## src/rtl/cpu65_bus_trace.sv

```systemverilog
// cpu65_bus_trace: samples completed cpu65 bus cycles through an
// arm/trigger/length state machine and an optional opcode-fetch filter.
// It packs each accepted cycle into a 32-bit record and buffers the records
// in a first-word-fall-through FIFO, which is drained over a valid/ready port.
// Record layout: {seq[3:0], SYNC, RWn, VPn, MLn, D[7:0], A[15:0]}.
module cpu65_bus_trace #(
  parameter int DEPTH = 16
) (
  input  logic                       clk_i,
  input  logic                       rst_i,
  input  logic                       bus_strobe_i,
  input  logic [15:0]                bus_a_i,
  input  logic [7:0]                 bus_d_i,
  input  logic                       bus_rwn_i,
  input  logic                       bus_sync_i,
  input  logic                       bus_vpn_i,
  input  logic                       bus_mln_i,
  input  logic                       arm_i,
  input  logic                       abort_i,
  input  logic                       trig_any_i,
  input  logic [15:0]                trig_addr_i,
  input  logic                       sync_only_i,
  input  logic [7:0]                 cap_len_i,
  output logic [31:0]                rd_data_o,
  output logic                       rd_valid_o,
  input  logic                       rd_ready_i,
  output logic [1:0]                 state_o,
  output logic                       overflow_o,
  output logic [$clog2(DEPTH):0]     level_o
);

  localparam int PW = $clog2(DEPTH);
  localparam int LW = PW + 1;

  localparam logic [1:0] ST_IDLE    = 2'd0;
  localparam logic [1:0] ST_ARMED   = 2'd1;
  localparam logic [1:0] ST_CAPTURE = 2'd2;
  localparam logic [1:0] ST_DONE    = 2'd3;

  logic [1:0]    state_q, state_d;
  logic [PW-1:0] wr_ptr_q, wr_ptr_d;
  logic [PW-1:0] rd_ptr_q, rd_ptr_d;
  logic [LW-1:0] level_q, level_d;
  logic          ovf_q, ovf_d;
  logic [3:0]    seq_q, seq_d;
  logic [7:0]    cnt_q, cnt_d;
  logic [31:0]   mem_q [DEPTH];

  logic          qual_s;
  logic          trig_hit_s;
  logic [7:0]    cnt_inc_s;
  logic          limit_hit_s;
  logic          flush_s;
  logic          wr_try_s;
  logic          wr_ok_s;
  logic          rd_fire_s;
  logic [31:0]   rec_s;

  // Strobe qualification, trigger match and capture-limit detection.
  assign qual_s      = bus_strobe_i && (!sync_only_i || bus_sync_i);
  assign trig_hit_s  = qual_s && (trig_any_i || (bus_sync_i && (bus_a_i == trig_addr_i)));
  assign cnt_inc_s   = cnt_q + 8'd1;
  assign limit_hit_s = (cap_len_i != 8'd0) && (cnt_inc_s == cap_len_i);
  // Abort has priority over arm, so a simultaneous pair never flushes.
  assign flush_s     = arm_i && !abort_i;
  assign rd_fire_s   = (level_q != {LW{1'b0}}) && rd_ready_i;
  assign rec_s       = {seq_q, bus_sync_i, bus_rwn_i, bus_vpn_i, bus_mln_i, bus_d_i, bus_a_i};

  // State register.
  always_ff @(posedge clk_i) begin
    if (rst_i) begin
      state_q <= ST_IDLE;
    end else begin
      state_q <= state_d;
    end
  end

  // Next-state logic: abort, then arm, then trigger/limit progression.
  always_comb begin
    state_d = state_q;
    if (abort_i) begin
      state_d = ST_IDLE;
    end else if (arm_i) begin
      state_d = ST_ARMED;
    end else begin
      case (state_q)
        ST_ARMED: begin
          if (trig_hit_s) begin
            state_d = limit_hit_s ? ST_DONE : ST_CAPTURE;
          end else begin
            state_d = ST_ARMED;
          end
        end
        ST_CAPTURE: begin
          if (qual_s && limit_hit_s) begin
            state_d = ST_DONE;
          end else begin
            state_d = ST_CAPTURE;
          end
        end
        ST_IDLE:  state_d = ST_IDLE;
        ST_DONE:  state_d = ST_DONE;
        default:  state_d = ST_IDLE;
      endcase
    end
  end

  // FSM outputs: decide whether this cycle's strobe is a record candidate.
  always_comb begin
    wr_try_s = 1'b0;
    if (abort_i || arm_i) begin
      wr_try_s = 1'b0;
    end else begin
      case (state_q)
        ST_ARMED:   wr_try_s = trig_hit_s;
        ST_CAPTURE: wr_try_s = qual_s;
        ST_IDLE:    wr_try_s = 1'b0;
        ST_DONE:    wr_try_s = 1'b0;
        default:    wr_try_s = 1'b0;
      endcase
    end
  end

  // A full FIFO still accepts a write when the head leaves on the same edge.
  assign wr_ok_s = wr_try_s && ((level_q != LW'(DEPTH)) || rd_fire_s);

  // Next-state for pointers, occupancy, sequence, capture count and overflow.
  always_comb begin
    wr_ptr_d = wr_ptr_q;
    rd_ptr_d = rd_ptr_q;
    level_d  = level_q;
    ovf_d    = ovf_q;
    seq_d    = seq_q;
    cnt_d    = cnt_q;
    if (flush_s) begin
      wr_ptr_d = {PW{1'b0}};
      rd_ptr_d = {PW{1'b0}};
      level_d  = {LW{1'b0}};
      ovf_d    = 1'b0;
      seq_d    = 4'd0;
      cnt_d    = 8'd0;
    end else begin
      if (rd_fire_s) begin
        rd_ptr_d = rd_ptr_q + PW'(1);
      end else begin
        rd_ptr_d = rd_ptr_q;
      end
      if (wr_ok_s) begin
        wr_ptr_d = wr_ptr_q + PW'(1);
      end else begin
        wr_ptr_d = wr_ptr_q;
      end
      level_d = level_q + LW'(wr_ok_s) - LW'(rd_fire_s);
      if (wr_try_s) begin
        // Seq and count advance even for a dropped record so gaps are visible.
        seq_d = seq_q + 4'd1;
        cnt_d = cnt_inc_s;
        ovf_d = ovf_q || !wr_ok_s;
      end else begin
        seq_d = seq_q;
        cnt_d = cnt_q;
        ovf_d = ovf_q;
      end
    end
  end

  // Datapath registers.
  always_ff @(posedge clk_i) begin
    if (rst_i) begin
      wr_ptr_q <= {PW{1'b0}};
      rd_ptr_q <= {PW{1'b0}};
      level_q  <= {LW{1'b0}};
      ovf_q    <= 1'b0;
      seq_q    <= 4'd0;
      cnt_q    <= 8'd0;
    end else begin
      wr_ptr_q <= wr_ptr_d;
      rd_ptr_q <= rd_ptr_d;
      level_q  <= level_d;
      ovf_q    <= ovf_d;
      seq_q    <= seq_d;
      cnt_q    <= cnt_d;
    end
  end

  // Record storage; contents are meaningless while level is zero.
  always_ff @(posedge clk_i) begin
    if (wr_ok_s && !rst_i) begin
      mem_q[wr_ptr_q] <= rec_s;
    end
  end

  assign rd_valid_o = (level_q != {LW{1'b0}});
  assign rd_data_o  = rd_valid_o ? mem_q[rd_ptr_q] : 32'd0;
  assign state_o    = state_q;
  assign overflow_o = ovf_q;
  assign level_o    = level_q;

endmodule

```

## config.mk

```make
export PLATFORM = sky130hd
export DESIGN_NAME = cpu65_bus_trace
export DESIGN_NICKNAME = d
export VERILOG_FILES = /design/src/rtl/cpu65_bus_trace.sv
export SDC_FILE = /design/constraint.sdc
export NUM_CORES = 1
export LEC_CHECK = 0
export CAP_MARGIN = 20
export CORE_ASPECT_RATIO = 0.5
export CORE_MARGIN = 3
export CORE_UTILIZATION = 59
export CTS_BUF_LIST = sky130_fd_sc_hd__clkbuf_4 sky130_fd_sc_hd__clkbuf_8 sky130_fd_sc_hd__clkbuf_16
export CTS_CLUSTER_SIZE = 30
export DETAILED_ROUTE_END_ITERATION = 8
export PLACE_DENSITY = 0.88
export SETUP_SLACK_MARGIN = 0.05
export SYNTH_ARGS = -nofsm -noshare
export SYNTH_HDL_FRONTEND = slang
export SYNTH_SLANG_ARGS = --single-unit
```

## constraint.sdc

```tcl
create_clock -name clk_i -period 4.3 [get_ports clk_i]
set_input_delay 0.86 -clock clk_i [delete_from_list [all_inputs] [get_ports clk_i]]
set_output_delay 0.86 -clock clk_i [all_outputs]
set_load 0.05 [all_outputs]
```

==> out/results.ini <==
[finish]
drive_gt1_frac = 0.2627
fin_nets = 1223
synthToLayoutAreaGrowth_pct = 16.84

[route]
drcViolationCount = 0
drtPass1Iterations = 5
wire_per_inst_um = 34.56
viasPerCell = 7.052
drtIter0Drc = 2015
num_vias = 11710
antenna_left = 0
wirelength_um = 57370

[cts]
hold_buffers = 0
htreeDepth = 2
path_clk_slew_ps = 70
cts_sinks = 544
clockBufferDepth = 3
cts_buffers = 45
clk_latency_ps = 560
postCtsSetupBuffers = 0
cts_tree = yes
cts.root.buffer_cell = clkbuf_16

[sta]
hold_viol = 0
setup_viol = 0
fin_crit_ps = 4180
whs_ps = 506.0
worstMarginPinSlew_ps = 838.0
fin_setup_tns_ps = 0
grt_setup_unrepaired = no
drv_slew = 0
fin_worst_skew_ps = 19.19
relSlewSlack = 0.4413
fmax_mhz = 239.3
finalCritPeriodShare = 0.9720

[global_route]
grt_max_degree = 62
use_met3 = 0.05527
grt_pass1_vias = 12150
grt_util_met1 = 0.4252
grt.busiest_layer = met2
grt.total_usage = 0.3059
antenna_found_initial = 1
met2_usage = 0.4951
grt_overflow = 0
grt_first_pass_wirelength_um = 84520

[hold_path]
hp-start = cnt_q[7]
holdPathStages = 2
min_to = cnt_q[7]
hp-class = flip-flop to flip-flop

[placed_design]
gp_congestion = 0.7967
hpwlAfterDp_um = 27340
port_buffers = 100

[pwr]
ir_worst_vdd_mv = 0.3745
leakage_nw = 7.990
fin_total_pwr_mw = 12.60
power_per_cell_area_nw_per_um2 = 503.2

[floorplan]
die_y_um = 140.8
start_util = 0.6098
pin_count = 101
core.rowCount = 48
die_area_um2 = 38780
core_um2 = 35130
dieWidth_um = 275.5

[synth]
synth_edf_count = 512
synth_warnings = 0
synth_nets = 1072
syn_area_um2 = 21430
synth_cells = 999
synth-main-ff-cell = edfxtp_1
yosysSeqAreaShare = 0.7475
synth_area_per_cell_um2 = 21.45
async_flop_share = 0
synth_cell_types = 45
synth_seq_cells = 544

[setup_path]
end_kind = primary output
cp.required_ps = 3440
reg2reg_slack_ps = 1040
timing.rr.end = level_o[4]
critical_path.max_fanout = 36
regToRegStartpoint = state_o[0]
worst-r2r-cell-count = 13
worst_setup_path_start_kind = flip-flop
cp.arrival_ps = 3320
critPathKind = flip-flop to primary output

[run]
max-cap-violations = 0

[run_status]
status = finished clean

==> how the worst max path moves through the flow <==
stage / start / to / slack [ps] / depth (start not counted)
after floorplan: trig_addr_i[1] / mem_q[4][0] / 800 / 7
after global placement: bus_a_i[12] / level_o[4] / 250 / 14
after detailed placement: bus_a_i[1] / level_o[4] / 100 / 15
after CTS: flip-flop / rd_data_o[30] / 60 / 5
after global routing: flip-flop / rd_data_o[29] / 50 / 5
final: flip-flop / rd_data_o[4] / 120 / 5
==> cells in the mapped netlist, types with 3 or more instances <==
library cell  number  area (um^2)
edfxtp_1         512        15370
mux4_2           160         3603
and2_1            37        231.5
dfxtp_1           32        640.6
clkbuf_1          30        112.6
a21oi_1           22        110.1
xor2_1            20        175.2
nand2_1           19        71.32
nor2_1            16        60.06
buf_2             15        75.07
and3_1            12        75.07
ha_1              12        150.1
inv_1             11        41.29
nand3_1           10        50.05
xnor2_1            9        78.83
nor3_1             8        40.04
o21ai_0            8        40.04
o31ai_1            7        52.55
or3_1              7        43.79
nor4_1             6        37.54
or4_1              5        37.54
nand2b_1           4        25.02
nand4_1            4        25.02
a21o_1             3        22.52
a31oi_1            3        18.77
mux2i_1            3        30.03
==> cell families (layout without fill, tap and decap cells) <==
family	after synthesis	count (layout)	share of synthesized area
other	0	1	0
and+or+nand+nor	138	138	0.03603
DFF	544	544	0.7475
AOI/OAI and AO/OA	54	54	0.01606
adders and majority gates	13	13	0.007942
buffers and inverters	58	243	0.01104
muxes	163	163	0.1696
xor gates and xnor gates	29	29	0.01186
==> state kept, by name, summed over array words and instances (netlist names), named ones only <==
signal,flops
mem_q,512
cnt_q,8
level_o,5
rd_ptr_q,4
seq_q,4
wr_ptr_q,4
state_o,2
overflow_o,1
==> area by class of cell <==
type                            count  area (um^2)
Timing Repair Buffer              151         1677
Fill cell                        1816        10100
Clock buffer                       56         1221
Inverter                           11        41.29
Multi-Input combinational cell    397         5194
Tap cell                          475        594.3
Clock inverter                     25        277.8
Antenna cell                        1        2.502
Sequential cell                   544        16030
==> worst max-delay path: stages, from the launching register on <==
cell and delay (ps):
dfxtp_4 640, buf_12 300, mux4_2 360, mux4_2 490, and2_1 190, clkdlybuf4s50_1 720
==> metrics by stage <==
stage | utilization | instance area (um^2) | std cells | setup WS (ps)
after global routing | 0.7125 | 25030 | 1660 | 50.81
after global placement | 0.6696 | 23530 | 1578 | 254.8
after floorplan | - | 21430 | 999 | 803.0
final | 0.7125 | 25030 | 1660 | 120.5
after detailed placement | 0.6696 | 23530 | 1578 | 99.46
after CTS | 0.7119 | 25010 | 1659 | 60.80
==> per-layer routing <==
layer	part of all wire	vias up
met1	0.35	5956
li1	-	4470
met3	0.12	193
met5	0	-
met2	0.49	1087
met4	0.042	0
==> layout by cell type, fill, tap and decap left out, types with 5 or more instances in the layout <==
cell | netlist | final
a21oi_1 | 22 | 22
and2_1 | 37 | 33
and3_2 | 0 | 12
buf_12 | 0 | 21
buf_4 | 0 | 28
bufinv_16 | 0 | 6
clkbuf_16 | 0 | 45
clkbuf_4 | 0 | 9
clkdlybuf4s50_1 | 0 | 71
clkinv_1 | 0 | 5
clkinv_2 | 0 | 11
dfxtp_1 | 32 | 28
dlygate4sd2_1 | 0 | 22
dlymetal6s2s_1 | 0 | 7
edfxtp_1 | 512 | 512
ha_1 | 12 | 12
inv_1 | 11 | 11
mux4_2 | 160 | 160
nand2_1 | 19 | 19
nand3_1 | 10 | 10
nor2_1 | 16 | 16
nor3_1 | 8 | 8
nor4_1 | 6 | 6
o21ai_0 | 8 | 8
o31ai_1 | 7 | 7
or3_1 | 7 | 7
or4_1 | 5 | 5
xnor2_1 | 9 | 9
xor2_1 | 20 | 20
==> repair_timing <==
item | in CTS | in global routing
gates resized for setup | 24 | 7
cloned | 0 | 0
endpoints found under the setup margin | 25 | 7
==> power by group <==
part	internal [mW]	switching [mW]	total (mW)
Clock	2.39	1.91	4.29
Sequential	5.80	0.0504	5.85
Combinational	0.960	1.50	2.46
Total	9.14	3.45	12.6
Power figures use the tool's default switching activity.
